`config.mk`:
```
export PLATFORM = sky130hd
export DESIGN_NAME = mxv_scheduler
export DESIGN_NICKNAME = d
export VERILOG_FILES = /design/src/rtl/mxv_scheduler_pkg.sv /design/src/rtl/mxv_scheduler_counter.sv /design/src/rtl/mxv_scheduler.sv
export SDC_FILE = /design/constraint.sdc
export NUM_CORES = 1
export LEC_CHECK = 0
export ABC_AREA = 1
export CORE_MARGIN = 3
export CORE_UTILIZATION = 50
export DETAILED_ROUTE_END_ITERATION = 10
export GPL_TIMING_DRIVEN = 0
export MAX_ROUTING_LAYER = met4
export PLACE_DENSITY = 0.77
export SLEW_MARGIN = 25
export SYNTH_ARGS = -nofsm -noshare
export SYNTH_HDL_FRONTEND = slang
export SYNTH_SLANG_ARGS = --single-unit
```
`constraint.sdc`:
```
create_clock -name clk -period 4.1 [get_ports clk]
set_input_delay 0.82 -clock clk [delete_from_list [all_inputs] [get_ports clk]]
set_output_delay 0.82 -clock clk [all_outputs]
set_load 0.1 [all_outputs]
```
`src/rtl/mxv_scheduler_pkg.sv`:
```
// mxv_scheduler_pkg
// Shared definitions for the matrix-vector scheduler: FSM state type,
// dimension constants, the grouped control-strobe struct and a helper that
// turns an active-row count into a per-PE enable mask.
package mxv_scheduler_pkg;

  localparam int MXV_MAX_N    = 8;
  localparam int MXV_PE_COUNT = 4;

  typedef enum logic [2:0] {
    IDLE  = 3'd0,
    CLEAR = 3'd1,
    MAC   = 3'd2,
    DRAIN = 3'd3,
    PUSH  = 3'd4,
    DONE  = 3'd5
  } MXV_SCHED_STATE;

  // Every strobe the scheduler drives toward the FIFOs and PEs.
  typedef struct packed {
    logic       pop_vector;
    logic       vec_recirculate;
    logic [3:0] pop_row;
    logic       pe_clear;
    logic       pe_accumulate;
    logic       push_out;
  } MXV_SCHED_CONTROL;

  // Rows 0..rows-1 enabled; anything outside 1..4 enables nothing.
  function automatic logic [3:0] row_mask(input logic [3:0] rows);
    logic [3:0] mask;
    case (rows)
      4'd1:    mask = 4'b0001;
      4'd2:    mask = 4'b0011;
      4'd3:    mask = 4'b0111;
      4'd4:    mask = 4'b1111;
      default: mask = 4'b0000;
    endcase
    return mask;
  endfunction

endpackage

```
`src/rtl/mxv_scheduler_counter.sv`:
```
// CounterParameter
// Wrapping up-counter, 0..Maximum_Value-1, used as the MAC beat index k.
// Ports: clk, reset (async active-low), clear (sync zero), enable (count up),
// count (current value).
module CounterParameter #(
  parameter int Maximum_Value = 16,
  parameter int WIDTH         = $clog2(Maximum_Value)
) (
  input  logic             clk,
  input  logic             reset,
  input  logic             clear,
  input  logic             enable,
  output logic [WIDTH-1:0] count
);

  localparam logic [WIDTH-1:0] LAST = WIDTH'(Maximum_Value - 1);

  // Count register: clear wins over enable, wraps after LAST.
  always_ff @(posedge clk or negedge reset) begin
    if (!reset) begin
      count <= '0;
    end else if (clear) begin
      count <= '0;
    end else if (enable) begin
      count <= (count == LAST) ? '0 : count + WIDTH'(1);
    end else begin
      count <= count;
    end
  end

endmodule

```
`src/rtl/mxv_scheduler.sv`:
```
// mxv_scheduler
// Sequences operand pops into four MAC PEs and result pushes into the output
// FIFO. N<=4 runs one pass; 5<=N<=8 runs two passes, recirculating the vector
// during pass 0 so it is available again for pass 1.
// Ports:
//   clk, reset (async active-low)
//   start, N               : request and matrix dimension (N latched on accept)
//   vec_empty, row_empty   : input FIFO empty flags
//   out_full               : output FIFO full
//   pop_vector, vec_recirculate, pop_row, pe_clear, pe_accumulate,
//   result_sel, push_out   : datapath strobes (decoded from state + handshakes)
//   busy, done, error      : status
module mxv_scheduler
  import mxv_scheduler_pkg::*;
(
  input  logic       clk,
  input  logic       reset,
  input  logic       start,
  input  logic [3:0] N,
  input  logic       vec_empty,
  input  logic [3:0] row_empty,
  input  logic       out_full,
  output logic       pop_vector,
  output logic       vec_recirculate,
  output logic [3:0] pop_row,
  output logic       pe_clear,
  output logic       pe_accumulate,
  output logic [1:0] result_sel,
  output logic       push_out,
  output logic       busy,
  output logic       done,
  output logic       error
);

  MXV_SCHED_STATE   state_r;
  MXV_SCHED_CONTROL ctrl_s;
  logic [3:0]       n_r;
  logic             pass_r;
  logic [3:0]       r_r;
  logic             error_r;
  logic [3:0]       k_s;
  logic [3:0]       rows_s;
  logic [3:0]       mask_s;
  logic             two_pass_s;
  logic             mac_ready_s;
  logic             n_legal_s;

  localparam logic [3:0] PE_CNT = 4'(MXV_PE_COUNT);
  localparam logic [3:0] MAX_N  = 4'(MXV_MAX_N);

  assign two_pass_s  = (n_r > PE_CNT);
  // Pass 1 handles the rows left over after the first four.
  assign rows_s      = pass_r ? (n_r - PE_CNT) : (two_pass_s ? PE_CNT : n_r);
  assign mask_s      = row_mask(rows_s);
  // Only row FIFOs feeding active PEs may stall a beat.
  assign mac_ready_s = ~vec_empty & ~(|(row_empty & mask_s));
  assign n_legal_s   = (N != 4'd0) && (N <= MAX_N);

  CounterParameter #(.Maximum_Value(16)) u_k_counter (
    .clk    (clk),
    .reset  (reset),
    .clear  (state_r == CLEAR),
    .enable (ctrl_s.pe_accumulate),
    .count  (k_s)
  );

  // Strobe decode from current state and the handshake relevant to it.
  always_comb begin
    ctrl_s = '0;
    case (state_r)
      CLEAR: begin
        ctrl_s.pe_clear = 1'b1;
      end
      MAC: begin
        if (mac_ready_s) begin
          ctrl_s.pop_vector      = 1'b1;
          ctrl_s.pop_row         = mask_s;
          ctrl_s.pe_accumulate   = 1'b1;
          ctrl_s.vec_recirculate = ~pass_r & two_pass_s;
        end else begin
          ctrl_s = '0;
        end
      end
      PUSH: begin
        if (!out_full) begin
          ctrl_s.push_out = 1'b1;
        end else begin
          ctrl_s.push_out = 1'b0;
        end
      end
      default: begin
        ctrl_s = '0;
      end
    endcase
  end

  // Sequencer: state, latched N, pass, result index and error pulse.
  always_ff @(posedge clk or negedge reset) begin
    if (!reset) begin
      state_r <= IDLE;
      n_r     <= 4'd0;
      pass_r  <= 1'b0;
      r_r     <= 4'd0;
      error_r <= 1'b0;
    end else begin
      error_r <= 1'b0;
      case (state_r)
        IDLE: begin
          if (start) begin
            if (n_legal_s) begin
              n_r     <= N;
              pass_r  <= 1'b0;
              state_r <= CLEAR;
            end else begin
              error_r <= 1'b1;
            end
          end
        end
        CLEAR: state_r <= MAC;
        MAC: begin
          if (mac_ready_s && (k_s == n_r - 4'd1)) begin
            state_r <= DRAIN;
          end
        end
        DRAIN: begin
          r_r     <= 4'd0;
          state_r <= PUSH;
        end
        PUSH: begin
          if (!out_full) begin
            if (r_r == rows_s - 4'd1) begin
              if (!pass_r && two_pass_s) begin
                pass_r  <= 1'b1;
                state_r <= CLEAR;
              end else begin
                state_r <= DONE;
              end
            end else begin
              r_r <= r_r + 4'd1;
            end
          end
        end
        DONE: begin
          pass_r  <= 1'b0;
          state_r <= IDLE;
        end
        default: state_r <= IDLE;
      endcase
    end
  end

  assign pop_vector      = ctrl_s.pop_vector;
  assign vec_recirculate = ctrl_s.vec_recirculate;
  assign pop_row         = ctrl_s.pop_row;
  assign pe_clear        = ctrl_s.pe_clear;
  assign pe_accumulate   = ctrl_s.pe_accumulate;
  assign push_out        = ctrl_s.push_out;
  assign result_sel      = r_r[1:0];
  assign busy            = (state_r != IDLE);
  assign done            = (state_r == DONE);
  assign error           = error_r;

endmodule

```
* Word level (Yosys, flattened, before mapping)
Cells that the tools add are included.
** Operators by class
- Add/sub/neg operators :: 5
- Equality and inequality tests :: 19
- Reductions and logical operators :: 15
- Mux-type cells :: 32
- Order comparisons :: 2
- Bitwise logic cells :: 6
** Operators by type and width (number)
- $mux 4 :: 7
- $mux 3 :: 6
- $pmux 4 s4 :: 1
- $pmux 3 s5 :: 1
- $ne 2x2->1 const B :: 7
- $mux 1 :: 13
- $mux 6 :: 2
- $add 4x1->4 const B :: 2
- $eq 4x2->1 const B :: 2
- $eq 4x4->1 :: 2
- $pmux 4 s2 :: 1
- $sub 4x1->4 const B :: 2
- $eq 3x2->1 const B :: 2
- $eq 3x3->1 const B :: 2
- $reduce_and 3->1 :: 2
- $reduce_and 6->1 :: 1
- $reduce_bool 3->1 :: 2
- $reduce_and 5->1 :: 1
- $and 4x4->4 :: 1
- $eq 4x1->1 const B :: 1
- $eq 4x3->1 const B :: 1
- $eq 4x4->1 const B :: 1
- $gt 4x3->1 const B :: 1
- $le 4x4->1 const B :: 1
- 11 further kinds :: 17
** Storage, ports and cells
- Output and inout bits :: 14
- Input bits :: 13
- Word-level logic and storage cells :: 85
- Bits in registers :: 17

* Logic depth before layout (Yosys ltp)
Gate-level depths: netlist (run 1).
- Depth in word-level cells :: 13
- Depth in mapped cells :: 16
- Mapped depth without buffers :: 16

* Cells and area by module
Synthesis (run 1) repeated with hierarchy kept, for this count alone.
** Second synthesis, totals
- Cell total of the unflattened synthesis :: 200
- Area total of the unflattened synthesis :: 1391.3 µm²
** By module, submodules not included
- mxv_scheduler :: area each 1171.1 µm², sequential area each 325.3 µm², cells each 175, instances 1
- CounterParameter :: area each 220.2 µm², sequential area each 100.1 µm², cells each 25, instances 1

* Worst setup path after synthesis (run 1)
No wires, ideal clock.
- Kind :: register to output
- Start :: register n_r[0]
- End :: output pop_row[0]
- Cell stages (with the launch flop) :: 14
- Data required time :: 3280 ps
- Slack :: 419 ps
- Arrival :: 2861 ps
- Buffers on the path :: 1
- Path through :: dfrtp_1 inv_2 ha_1 nand2_1 nand3_4 nand2_4 nand2_2 o21ai_1 nand2_2 nand3_2 nor2_2 nand2_2 buf_6 nor2_1
** Between the ends
- Longest elaborated chain between the ends :: 11
- Elaborated cells between the ends (all ways) :: 15
- Classes of those cells :: add/sub: 1; order compare: 1; eq/ne: 4; mux: 5; bitwise: 3; reduce/logical: 1
** RTL lines
- start, declared :: RTL line mxv_scheduler.sv:37 : logic [3:0] n_r;
- start signal, assigned :: RTL line mxv_scheduler.sv:101 : n_r <= 4'd0;
- start signal, assigned :: RTL line mxv_scheduler.sv:111 : n_r <= N;
- $gt 4x3->1 :: RTL line mxv_scheduler.sv:51 : assign two_pass_s = (n_r > PE_CNT);
- $mux 4 :: RTL line mxv_scheduler.sv:53 : assign rows_s = pass_r ? (n_r - PE_CNT) : (two_pass_s ? PE_CNT : n_r);
- $mux 4 * :: RTL line mxv_scheduler.sv:53
- $eq 4x3->1 (tied with other cells) :: RTL line mxv_scheduler_pkg.sv:32 : case (rows)
- $pmux 4 s4 * :: RTL line mxv_scheduler_pkg.sv:32
- $and 4x4->4 :: RTL line mxv_scheduler.sv:56 : assign mac_ready_s = ~vec_empty & ~(|(row_empty & mask_s));
- $reduce_or 4->1 :: RTL line mxv_scheduler.sv:56
- $not 1->1 :: RTL line mxv_scheduler.sv:56
- $and 1x1->1 :: RTL line mxv_scheduler.sv:56
- $mux 6 * :: RTL line mxv_scheduler.sv:75 : if (mac_ready_s) begin
- $mux 6 * :: RTL line mxv_scheduler.sv:70 : case (state_r)
- end, declared :: RTL line mxv_scheduler.sv:25 : output logic [3:0] pop_row,
Every way passes the cells marked *; elsewhere a longest branch is shown, timed or not.

* Final worst setup path (run 1)
- Start :: register n_r[0]
- End :: output pe_accumulate
** Between the ends
- Longest elaborated chain between the ends :: 11
- Elaborated cells between the ends (all ways) :: 15
- Classes of those cells :: add/sub: 1; order compare: 1; eq/ne: 4; mux: 5; bitwise: 3; reduce/logical: 1
** RTL lines
- $gt 4x3->1 :: RTL line mxv_scheduler.sv:51
- $mux 4 :: RTL line mxv_scheduler.sv:53
- $mux 4 * :: RTL line mxv_scheduler.sv:53
- $eq 4x3->1 (tied with other cells) :: RTL line mxv_scheduler_pkg.sv:32
- $pmux 4 s4 * :: RTL line mxv_scheduler_pkg.sv:32
- $and 4x4->4 * :: RTL line mxv_scheduler.sv:56
- $reduce_or 4->1 * :: RTL line mxv_scheduler.sv:56
- $not 1->1 * :: RTL line mxv_scheduler.sv:56
- $and 1x1->1 * :: RTL line mxv_scheduler.sv:56
- $mux 1 * :: RTL line mxv_scheduler.sv:75
- $mux 1 * :: RTL line mxv_scheduler.sv:70
- end, declared :: RTL line mxv_scheduler.sv:27 : output logic pe_accumulate,
Marked as above.

==> results_tabular.tex, run 1 <==
\begin{tabular}{lr}
\hline
Metric & Value \\
\hline
\multicolumn{2}{l}{\textbf{Logic synthesis}} \\
\quad Combined area of all synthesized cells & 1434 µm² \\
\quad Count of different cell masters after synthesis & 28 \\
\quad Share of Yosys cell area claimed by the top area cell type & 0.2967 \\
\quad Post-synthesis area per instance & 6.894 µm² \\
\quad Mapped Cells & 208 \\
\quad Sequential fraction of the synthesis area & 0.2967 \\
\quad Top cell type by total area after synthesis & dfrtp\_1 \\
\quad Synth warnings & 0 \\
\quad Synthesized flop and latch total & 17 \\
\quad Total nets after synthesis & 227 \\
\quad Synth top area cells & dfrtp\_1 (30\%), nand2\_1 (13\%), inv\_1 (7.9\%) \\
\multicolumn{2}{l}{\textbf{Detailed routing}} \\
\quad Drt drc & 0 \\
\quad Number of vias after detailed routing & 1416 \\
\quad Post-Route WL & 3350 µm \\
\quad Vias per Instance & between 5 and 6 \\
\quad Average wire per cell in the routed design & around 13 µm \\
\quad Final ANT Viol Nets & 0 \\
\quad Drt first-iter violations & 50 \\
\quad Number of search-and-repair iterations in the first detailed-routing pass & 5 \\
\multicolumn{2}{l}{\textbf{STA}} \\
\quad Transition at the pin with the smallest max-transition slack & 0.9876 ns \\
\quad Setup repair after global routing missed its margin & false \\
\quad Max-slew violations & 0 \\
\quad Final worst path period share & 0.9412 \\
\quad Worst slew slack as a fraction of its limit & 0.3396 \\
\quad Post-route clock skew & 0.002988 ns \\
\quad Highest attainable clock frequency & 259.1 MHz \\
\quad Period minus WS final & 3.859 ns \\
\quad Setup TNS & 0 ns \\
\quad Count of endpoints failing hold in the final timing report & 0 \\
\quad Total of endpoints with negative setup slack in the final report & 0 \\
\multicolumn{2}{l}{\textbf{Min path}} \\
\quad Worst Hold Depth & 2 \\
\quad Worst min-delay path category & flip-flop to flip-flop \\
\quad Startpoint of the worst hold path & state\_r[2] \\
\quad Endpoint, Worst Hold & state\_r[2] \\
\multicolumn{2}{l}{\textbf{Final layout}} \\
\quad Antenna diodes & 0 \\
\quad Design Area, Final & 1727 µm² \\
\quad Number of nets in the layout & between 200 and 300 \\
\quad Area growth from synthesis to final layout & 20.42\% \\
\quad Commonest non-fill, non-tap cells in the layout & nand2\_1 (51), inv\_1 (30), nand3\_1 (22), nor2\_1 (20), clkdlybuf4s50\_1 (19) \\
\quad Layout cells sized above 1 & 0.1765 \\
\quad Most common cell after layout, fill and taps aside & nand2\_1 \\
\quad \# fillers & 247 \\
\multicolumn{2}{l}{\textbf{Floorplan}} \\
\quad Vertical die dimension & 59.55 µm \\
\quad Std cell rows & 18 \\
\quad Chip Width & 59.55 µm \\
\quad Area of the die & 3546 µm² \\
\quad Ports placed on the boundary & 27 \\
\quad Floorplan core area & roughly 2600 µm² \\
\quad Starting density of the core & 0.5536 \\
\multicolumn{2}{l}{\textbf{Placed design}} \\
\quad Routability congestion estimate from global placement & 0.8225 \\
\quad Placed wire-length estimate & about 2700 µm \\
\quad Buffers added on ports & 26 \\
\quad Post-Place Cell Area & 1732 µm² \\
\multicolumn{2}{l}{\textbf{Critical path}} \\
\quad R2r startpoint & n\_r[0] \\
\quad Crit-path most repeated cell & inv\_1 \\
\quad Largest fanout on the critical path & 9 \\
\quad CP endpoint kind & primary output \\
\quad Buffer and inverter count on the worst path & 4 \\
\quad First element of the critical path & n\_r[0] \\
\quad Reg2Reg Depth & 14 \\
\quad Slowest Stage Delay on Critical Path & 0.87 ns \\
\quad Crit path kind & flip-flop to primary output \\
\quad Largest delay contributor family on the critical path & buffers and inverters \\
\quad Worst EP required & 3.28 ns \\
\quad Cell-by-cell trace of the critical path & inv\_2 > ha\_1 > nand2\_1 > nand3\_4 > nand3\_1 > nor2\_1 > o21ai\_2 > inv\_1 > nor2\_2 > nand2\_2 > inv\_1 > dlygate4sd2\_1 \\
\quad Reg-to-reg endpoint & state\_r[2] \\
\quad Data arrival time of the worst path & 3.04 ns \\
\quad Reg2reg setup slack & 1.81 ns \\
\quad Worst Setup Start Kind & flip-flop \\
\quad Crit path max-delay cell type & dlygate4sd2\_1 \\
\multicolumn{2}{l}{\textbf{Clock tree}} \\
\quad Maximum count of clock buffers along a single path & 2 \\
\quad Clock sink total & 17 \\
\quad Skew-Pair Late Insertion Delay & 0.28 ns \\
\quad Clock buffers created by TritonCTS & 3 \\
\quad Root Buffer & clkbuf\_4 \\
\quad Clock transition at the register clock pins on the worst setup and hold paths after CTS & 0.09 ns \\
\quad CTS tree & built \\
\quad CTS H-tree lvls & 1 \\
\quad Hold\_buf cts & 0 \\
\multicolumn{2}{l}{\textbf{Power}} \\
\quad Power per cell area & between 700 and 800 nW/µm² \\
\quad Worst supply voltage drop on vdd & between 600 and 700 µV \\
\quad Post-layout power & roughly 1.3 mW \\
\quad Cell leakage power & 0.9189 nW \\
\multicolumn{2}{l}{\textbf{Global routing}} \\
\quad Overall Global Routing Usage & 0.2220 \\
\quad First-pass GRT wire length & 5920 µm \\
\quad Number of antenna violations at the first check in global routing & 0 \\
\quad Largest net degree at the start of global routing & 18 \\
\quad Via count of the first global-routing pass & 1451 \\
\quad Total congestion overflow after global routing & 0 \\
\multicolumn{2}{l}{\textbf{Flow run}} \\
\quad Max-cap violations & 0 \\
\multicolumn{2}{l}{\textbf{Status}} \\
\quad Status & finished clean \\
\hline
\end{tabular}
-- cell usage after synthesis --
| library cell | instances |
|---|---|
| a21boi_0 | 2 |
| a21oi_1 | 3 |
| a31o_2 | 1 |
| and3_1 | 1 |
| buf_4 | 3 |
| buf_6 | 1 |
| clkbuf_2 | 1 |
| dfrtp_1 | 17 |
| ha_1 | 6 |
| inv_1 | 30 |
| inv_2 | 3 |
| nand2_1 | 51 |
| nand2_2 | 8 |
| nand2_4 | 2 |
| nand3_1 | 22 |
| nand3_2 | 3 |
| nand3_4 | 2 |
| nand3b_1 | 1 |
| nand4_1 | 4 |
| nor2_1 | 20 |
| nor2_2 | 1 |
| nor3_1 | 2 |
| o21ai_0 | 6 |
| o21ai_1 | 4 |
| o21ai_2 | 4 |
| or2_2 | 4 |
| xnor2_1 | 2 |
| xor2_1 | 4 |
-- flip-flops by register name, indices dropped and copies added (netlist names) --
register,count
n_r,4
error,1
r_r,4
u_k_counter.count,4
pass_r,1
state_r,3
-- per-layer routing --
layer  vias up  share of wire  track usage
met5         -              0            -
met4         0          0.015      0.08228
met3         7          0.047      0.02179
met2        36           0.48       0.3635
met1       657           0.46       0.2830
li1        716              -            -
-- repair_timing --
item	in CTS	in global routing
endpoints found under the setup margin	7	6
pin swaps	0	0
buffers inserted	0	0
gates resized for setup	7	12
-- stage by stage --
step	util	hold slack [ns]	std cells	worst slack (ns)
CTS	0.6754	0.5443	268	0.1068
finish	0.6667	0.5531	268	0.2411
detailed placement	0.6686	0.5195	264	0.1022
global placement	0.6686	0.5095	264	0.1123
global route	0.6667	0.5873	268	0.01698
floorplan	-	0.4850	208	0.4190
-- power by group --
part | internal (mW) | switching, mW | total [mW] | leakage, nW
Clock | 0.0378 | 0.0496 | 0.0874 | 0.0150
Sequential | 0.216 | 0.0667 | 0.282 | 0.225
Combinational | 0.279 | 0.679 | 0.958 | 0.679
Total | 0.532 | 0.796 | 1.33 | 0.919
-- tightest hold or removal path: cells and delay by family (launching register included) --
kind          cells  cell delay [ns]
simple gates      2             0.12
flops             1             0.41
-- layout make-up --
cell class | count | area [µm²] | share of cell area
Timing Repair Buffer | 26 | 229.0 | 0.1326
Buffer | 5 | 38.79 | 0.02246
Inverter | 33 | 123.9 | 0.07174
Multi-Input combinational cell | 153 | 845.8 | 0.4899
Sequential cell | 17 | 425.4 | 0.2464
Clock buffer | 4 | 26.28 | 0.01522
Tap cell | 30 | 37.54 | 0.02174
-- cell families (layout without fill, tap and decap cells) --
group                    Yosys count  in the layout  share of synthesized area
adder cells (fa/ha/maj)            6              6                    0.05235
flip-flops                        17             17                     0.2967
AO/OA/AOI/OAI                     20             20                    0.08638
buffers and inverters             38             68                     0.1134
XOR/XNOR                           6              6                    0.03665
AND/OR/NAND/NOR                  121            121                     0.4145
-- worst max path at each step --
stage	endpoint	slack, ns	depth (start not counted)
6_report	pe_accumulate	0.24	12
5_1_grt	pe_accumulate	0.02	12
4_1_cts	vec_recirculate	0.11	13
3_5_place_dp	pop_row[0]	0.10	10
3_3_place_gp	vec_recirculate	0.11	10
2_1_floorplan	pop_row[0]	0.42	13
No activity file was read; power rests on OpenSTA's default activity.
==> run 2: changes to the inputs <==
CORE_ASPECT_RATIO = 1.1   (was unset)
==> results_tabular.tex, run 2 (same netlist as run 1, synthesis figures left out) <==
\begin{tabular}{lr}
\hline
Metric & Value \\
\hline
\multicolumn{2}{l}{\textbf{Detailed routing}} \\
\quad Vias per Instance & 5.156 (-2.4\%) \\
\quad Number of vias after detailed routing & 1387 (-2.0\%) \\
\quad Drt first-iter violations & 67 (+34\%) \\
\quad Average wire per cell in the routed design & 12.25 µm (-2.0\%) \\
\quad Drt drc & 0 (unchanged) \\
\quad Number of search-and-repair iterations in the first detailed-routing pass & 4 (-1) \\
\quad Final ANT Viol Nets & 0 (unchanged) \\
\quad Post-Route WL & 3294 µm (-1.7\%) \\
\multicolumn{2}{l}{\textbf{Critical path}} \\
\quad Data arrival time of the worst path & 3.04 ns (about the same) \\
\quad Reg2Reg Depth & 14 (unchanged) \\
\quad Reg-to-reg endpoint & state\_r[2] \\
\quad Reg2reg setup slack & 1.89 ns (+0.08 ns) \\
\quad First element of the critical path & n\_r[0] \\
\quad Crit path kind & flip-flop to primary output \\
\quad Largest fanout on the critical path & 9 (unchanged) \\
\quad CP endpoint kind & primary output \\
\quad Worst EP required & 3.28 ns (about the same) \\
\quad R2r startpoint & n\_r[0] \\
\quad Worst Setup Start Kind & flip-flop \\
\multicolumn{2}{l}{\textbf{Clock tree}} \\
\quad Clock sink total & 17 (unchanged) \\
\quad Clock transition at the register clock pins on the worst setup and hold paths after CTS & 0.11 ns (+0.02 ns) \\
\quad CTS tree & built \\
\quad Root Buffer & clkbuf\_4 \\
\quad Maximum count of clock buffers along a single path & 2 (unchanged) \\
\quad Clock buffers created by TritonCTS & 3 (unchanged) \\
\quad Skew-Pair Late Insertion Delay & 0.30 ns (+0.02 ns) \\
\quad Post-CTS Setup Bufs & 0 (unchanged) \\
\quad CTS H-tree lvls & 1 (unchanged) \\
\multicolumn{2}{l}{\textbf{Final layout}} \\
\quad Largest registers & n\_r: 4 flops, r\_r: 4 flops, u\_k\_counter.count: 4 flops \\
\quad Area growth from synthesis to final layout & 20.59\% \\
\quad Commonest non-fill, non-tap cells in the layout & nand2\_1 (51), inv\_1 (30), nand3\_1 (22), nor2\_1 (20), clkdlybuf4s50\_1 (19) \\
\quad Most common cell after layout, fill and taps aside & nand2\_1 \\
\quad Layout cells sized above 1 & 0.1807 (+0.004202) \\
\quad Number of nets in the layout & 258 (unchanged) \\
\quad Antenna diodes & 0 (unchanged) \\
\multicolumn{2}{l}{\textbf{Placed design}} \\
\quad Buffers added on ports & 26 (unchanged) \\
\quad Routability congestion estimate from global placement & 0.8785 (+6.8\%) \\
\quad Placed wire-length estimate & 2688 µm (-0.57\%) \\
\multicolumn{2}{l}{\textbf{Min path}} \\
\quad Endpoint, Worst Hold & state\_r[2] \\
\quad Worst min-delay path category & flip-flop to flip-flop \\
\quad Worst Hold Depth & 2 (unchanged) \\
\quad Startpoint of the worst hold path & state\_r[2] \\
\multicolumn{2}{l}{\textbf{Global routing}} \\
\quad Via count of the first global-routing pass & 1383 (-4.7\%) \\
\quad Grt met2 use & 0.3214 (-0.04207) \\
\quad Met3 routing resource usage after global routing & 0.02484 (+0.003058) \\
\quad Number of antenna violations at the first check in global routing & 0 (unchanged) \\
\quad Largest net degree at the start of global routing & 18 (unchanged) \\
\quad Overall Global Routing Usage & 0.2030 (-0.01892) \\
\quad Total congestion overflow after global routing & 0 (unchanged) \\
\quad First-pass GRT wire length & 5816 µm (-1.8\%) \\
\quad Grt met1 use & 0.2668 (-0.01618) \\
\quad Busiest metal layer after global routing & met2 \\
\multicolumn{2}{l}{\textbf{Floorplan}} \\
\quad Floorplan core area & 2615 µm² (+0.97\%) \\
\quad Chip Width & 57.06 µm (-4.2\%) \\
\quad Ports placed on the boundary & 27 (unchanged) \\
\quad Vertical die dimension & 62.17 µm (+4.4\%) \\
\quad Std cell rows & 19 (+1) \\
\quad Starting density of the core & 0.5483 (-0.005298) \\
\quad Area of the die & 3547 µm² (about the same) \\
\multicolumn{2}{l}{\textbf{STA}} \\
\quad Period minus WS final & 3.865 ns (+0.005695 ns) \\
\quad Setup TNS & 0 ns (unchanged) \\
\quad Worst slew slack as a fraction of its limit & 0.3509 (+0.01139) \\
\quad Post-route clock skew & 0.007364 ns (+0.004376 ns) \\
\quad Max-slew violations & 0 (unchanged) \\
\quad Count of endpoints failing hold in the final timing report & 0 (unchanged) \\
\quad Setup repair after global routing missed its margin & false \\
\quad Final worst path period share & 0.9426 (+0.001389) \\
\quad Highest attainable clock frequency & 258.8 MHz (-0.15\%) \\
\quad Transition at the pin with the smallest max-transition slack & 0.9705 ns (-0.01704 ns) \\
\quad Total of endpoints with negative setup slack in the final report & 0 (unchanged) \\
\multicolumn{2}{l}{\textbf{Status}} \\
\quad Status & finished clean \\
\multicolumn{2}{l}{\textbf{Power}} \\
\quad Worst supply voltage drop on vdd & 573.8 µV (-7.5\%) \\
\quad Cell leakage power & 0.9216 nW (+0.30\%) \\
\quad Power per cell area & 766.9 nW/µm² (-0.29\%) \\
\quad Post-layout power & 1.326 mW (-0.14\%) \\
\multicolumn{2}{l}{\textbf{Flow run}} \\
\quad Max-cap violations & 0 (unchanged) \\
\hline
\end{tabular}
## run 2: per-layer routing
metal	wire length, µm	part of all wire	vias up
met5	0	0	-
met4	31	0.0094	0
met2	1611	0.49	29
met3	100	0.030	4
met1	1550	0.47	638
li1	-	-	716
## run 2: layout make-up
cell class / count / area (µm²)
Clock inverter: 1 / 5.005
Multi-Input combinational cell: 153 / 845.8
Inverter: 33 / 123.9
Timing Repair Buffer: 26 / 229.0
Fill cell: 246 / 885.9
Sequential cell: 17 / 425.4
Buffer: 5 / 38.79
Clock buffer: 3 / 22.52
Tap cell: 31 / 38.79
## run 2: repair_timing
item	in CTS	in global routing
hold buffers	0	0
cloned	0	0
gates resized for setup	7	12
pin swaps	0	0
setup endpoints to repair	7	6
## run 2: worst max-delay path by stage
stage | slack, ns | depth (start not counted) | endpoint
floorplan | 0.42 | 13 | pop_row[0]
global placement | 0.17 | 10 | pop_row[1]
detailed placement | 0.14 | 10 | pop_row[0]
CTS | 0.13 | 13 | pop_row[0]
global route | 0.03 | 12 | pe_accumulate
finish | 0.24 | 12 | pe_accumulate
## run 2: metrics by stage
stage               hold slack [ns]  utilization  setup WS, ns  instance area, µm²  std cells
floorplan                    0.4850            -        0.4190                1434        208
global placement             0.5152       0.6627        0.1670                1733        265
detailed placement           0.5304       0.6627        0.1410                1733        265
CTS                          0.5574       0.6699        0.1256                1752        269
global route                 0.6021       0.6612       0.02984                1729        269
finish                       0.5564       0.6612        0.2354                1729        269
## run 2: power by group
| group | total, mW | internal, mW | leakage [nW] | switching (mW) |
|---|---|---|---|---|
| registers | 0.281 | 0.216 | 0.225 | 0.0652 |
| clock network | 0.0955 | 0.0363 | 0.0177 | 0.0592 |
| logic | 0.950 | 0.280 | 0.679 | 0.670 |
| total | 1.33 | 0.532 | 0.922 | 0.794 |
## run 2: worst max-delay path, stage by stage (launching register included)
cell,delay [ns]
dfrtp_1,0.51
inv_2,0.11
ha_1,0.22
nand2_1,0.13
nand3_4,0.15
nand3_1,0.13
nor2_1,0.07
o21ai_2,0.16
inv_1,0.06
nor2_2,0.09
nand2_2,0.08
inv_1,0.14
dlygate4sd2_1,0.87
==> run 3: changes to the inputs <==
CORE_UTILIZATION = 56   (was 50)
PLACE_DENSITY = 0.85   (was 0.77)
SLEW_MARGIN = 20   (was 25)
==> results_tabular.tex, run 3 (same netlist as run 1, synthesis figures left out) <==
\begin{tabular}{lr}
\hline
Metric & Value \\
\hline
\multicolumn{2}{l}{\textbf{STA}} \\
\quad Max-slew violations & 0 (unchanged) \\
\quad Setup repair after global routing missed its margin & false \\
\quad Count of endpoints failing hold in the final timing report & 0 (unchanged) \\
\quad Post-route clock skew & 0.005045 ns (-0.002319 ns) \\
\quad Period minus WS final & 3.833 ns (-0.03163 ns) \\
\quad Highest attainable clock frequency & 260.9 MHz (+0.83\%) \\
\quad Transition at the pin with the smallest max-transition slack & 0.9689 ns (-0.001622 ns) \\
\quad Total of endpoints with negative setup slack in the final report & 0 (unchanged) \\
\quad Worst slew slack as a fraction of its limit & 0.3520 (+0.001085) \\
\quad Final worst path period share & 0.9349 (-0.007716) \\
\quad Post-route setup slack & 0.2670 ns (+0.03163 ns) \\
\quad Setup TNS & 0 ns (unchanged) \\
\multicolumn{2}{l}{\textbf{Final layout}} \\
\quad Number of nets in the layout & 258 (unchanged) \\
\quad Commonest non-fill, non-tap cells in the layout & nand2\_1 (51), inv\_1 (30), nand3\_1 (22), nor2\_1 (20), clkdlybuf4s50\_1 (19) \\
\quad Most common cell after layout, fill and taps aside & nand2\_1 \\
\quad Layout cells sized above 1 & 0.1807 (unchanged) \\
\quad Area growth from synthesis to final layout & 20.51\% (about the same) \\
\quad Largest registers & n\_r: 4 flops, r\_r: 4 flops, u\_k\_counter.count: 4 flops \\
\quad Antenna diodes & 0 (unchanged) \\
\quad \# fillers & 202 (-18\%) \\
\multicolumn{2}{l}{\textbf{Power}} \\
\quad Cell leakage power & 0.9216 nW (unchanged) \\
\quad Logic gate share of total power & 0.718 (+0.002) \\
\quad Sw frac & 0.5996 (about the same) \\
\quad Internal power consumption & 0.5299 mW (-0.34\%) \\
\quad Clock share of power & 0.068 (-0.004) \\
\quad Worst supply voltage drop on vdd & 647.8 µV (+13\%) \\
\quad Net Switching & 0.7934 mW (-0.14\%) \\
\quad Power per cell area & 765.8 nW/µm² (-0.15\%) \\
\quad Sequential share of power & 0.214 (+0.002) \\
\multicolumn{2}{l}{\textbf{Clock tree}} \\
\quad Clock transition at the register clock pins on the worst setup and hold paths after CTS & 0.10 ns (about the same) \\
\quad Clock sink total & 17 (unchanged) \\
\quad CTS H-tree lvls & 1 (unchanged) \\
\quad Root Buffer & clkbuf\_4 \\
\quad Post-CTS Setup Bufs & 0 (unchanged) \\
\quad Skew-Pair Late Insertion Delay & 0.29 ns (about the same) \\
\quad Maximum count of clock buffers along a single path & 2 (unchanged) \\
\quad Clock buffers created by TritonCTS & 3 (unchanged) \\
\quad CTS tree & built \\
\multicolumn{2}{l}{\textbf{Floorplan}} \\
\quad Starting density of the core & 0.6122 (+0.06385) \\
\quad Floorplan core area & 2342 µm² (-10\%) \\
\quad Vertical die dimension & 59.07 µm (-5.0\%) \\
\quad Ports placed on the boundary & 27 (unchanged) \\
\quad Area of the die & 3204 µm² (-9.7\%) \\
\quad Chip Width & 54.25 µm (-4.9\%) \\
\quad Std cell rows & 18 (-1) \\
\multicolumn{2}{l}{\textbf{Critical path}} \\
\quad Worst EP required & 3.28 ns (about the same) \\
\quad Slowest Stage Delay on Critical Path & 0.87 ns (about the same) \\
\quad Crit-path most repeated cell & inv\_1 \\
\quad Crit path kind & flip-flop to primary output \\
\quad Data arrival time of the worst path & 3.01 ns (-0.03 ns) \\
\quad Crit path max-delay cell type & dlygate4sd2\_1 \\
\quad CP endpoint kind & primary output \\
\quad Reg2reg setup slack & 1.88 ns (about the same) \\
\quad Cell-by-cell trace of the critical path & inv\_2 > ha\_1 > nand2\_1 > nand3\_4 > nand3\_1 > nor2\_1 > o21ai\_2 > inv\_1 > nor2\_2 > nand2\_2 > inv\_1 > dlygate4sd2\_1 \\
\quad Worst Setup Start Kind & flip-flop \\
\quad Largest fanout on the critical path & 9 (unchanged) \\
\multicolumn{2}{l}{\textbf{Global routing}} \\
\quad Largest net degree at the start of global routing & 18 (unchanged) \\
\quad First-pass GRT wire length & 5575 µm (-4.1\%) \\
\quad Via count of the first global-routing pass & 1360 (-1.7\%) \\
\quad Overall Global Routing Usage & 0.2366 (+0.03359) \\
\quad Number of antenna violations at the first check in global routing & 0 (unchanged) \\
\quad Total congestion overflow after global routing & 0 (unchanged) \\
\multicolumn{2}{l}{\textbf{Min path}} \\
\quad Worst min-delay path category & flip-flop to flip-flop \\
\multicolumn{2}{l}{\textbf{Placed design}} \\
\quad Routability congestion estimate from global placement & 0.8628 (-1.8\%) \\
\quad Buffers added on ports & 26 (unchanged) \\
\quad Pre-CTS setup slack & 0.1529 ns (+0.01196 ns) \\
\quad Placed wire-length estimate & 2580 µm (-4.0\%) \\
\multicolumn{2}{l}{\textbf{Detailed routing}} \\
\quad Vias per Instance & 5.246 (+1.7\%) \\
\quad Final ANT Viol Nets & 0 (unchanged) \\
\quad Number of search-and-repair iterations in the first detailed-routing pass & 4 (unchanged) \\
\quad Drt first-iter violations & 42 (-37\%) \\
\quad Post-Route WL & 3185 µm (-3.3\%) \\
\quad Number of vias after detailed routing & 1406 (+1.4\%) \\
\quad Average wire per cell in the routed design & 11.88 µm (-2.9\%) \\
\quad Drt drc & 0 (unchanged) \\
\multicolumn{2}{l}{\textbf{Status}} \\
\quad Status & finished clean \\
\multicolumn{2}{l}{\textbf{Flow run}} \\
\quad Max-cap violations & 0 (unchanged) \\
\hline
\end{tabular}
-- run 3: cell counts in the layout (fill, tap and decap cells not counted) --
No cell type changed its count.
-- run 3: final cells by class --
| cell class | count | area, µm² | share of cell area |
|---|---|---|---|
| Clock inverter | 1 | 5.005 | 0.002896 |
| Multi-Input combinational cell | 153 | 845.8 | 0.4895 |
| Tap cell | 30 | 37.54 | 0.02172 |
| Buffer | 5 | 38.79 | 0.02245 |
| Inverter | 33 | 123.9 | 0.07169 |
| Timing Repair Buffer | 26 | 229.0 | 0.1325 |
| Clock buffer | 3 | 22.52 | 0.01303 |
| Sequential cell | 17 | 425.4 | 0.2462 |
-- run 3: layer usage --
layer / wire [µm] / part of all wire / vias up / GRT usage
li1: - / - / 722 / -
met1: 1468 / 0.46 / 646 / 0.2923
met2: 1557 / 0.49 / 32 / 0.3795
met3: 111 / 0.035 / 6 / 0.03778
met4: 46 / 0.014 / 0 / 0.09609
met5: 0 / 0 / - / -
-- run 3: what timing repair did --
action / 4_1_cts / 5_1_grt
gates resized for setup: 7 / 12
hold buffers: 0 / 0
setup endpoints to repair: 7 / 6
-- run 3: worst max-delay path: cells and delay by family, from the launching register on --
kind | cells | cell delay, ns
simple gates | 6 | 0.67
buf+inv | 4 | 1.18
flops | 1 | 0.50
compound gates | 1 | 0.16
fa+ha+maj | 1 | 0.21
-- run 3: path summary, 6_finish.rpt --
check | endpoint | start | depth (start not counted)
min reg2reg | r_r[3] | r_r[3] | 2
max in group asynchronous | u_k_counter.count[0] | reset | 1
min in group asynchronous | r_r[2] | reset | 1
min | r_r[3] | r_r[3] | 2
max | pe_accumulate | n_r[0] | 12
max reg2reg | state_r[2] | n_r[0] | 14
-- run 3: power by group through the flow --
| stage | registers (mW) | clock network (mW) | logic [mW] |
|---|---|---|---|
| after floorplan | 0.281 | 0 | 0.760 |
| after CTS | 0.281 | 0.0955 | 0.951 |
| final | 0.283 | 0.0902 | 0.950 |
| after global routing | 0.291 | 0.105 | 1.05 |
| after detailed placement | 0.285 | 0 | 0.955 |
| after global placement | 0.281 | 0 | 0.926 |
-- run 3: metrics by stage --
stage               hold WS [ns]    util  instances  area (µm²)  total power [mW]
floorplan                 0.4850       -        208        1434             1.041
global placement          0.5105  0.7393        264        1732             1.207
detailed placement        0.5518  0.7393        264        1732             1.239
CTS                       0.5773  0.7473        268        1750             1.328
global route              0.6209  0.7377        268        1728             1.443
finish                    0.5764  0.7377        268        1728             1.323
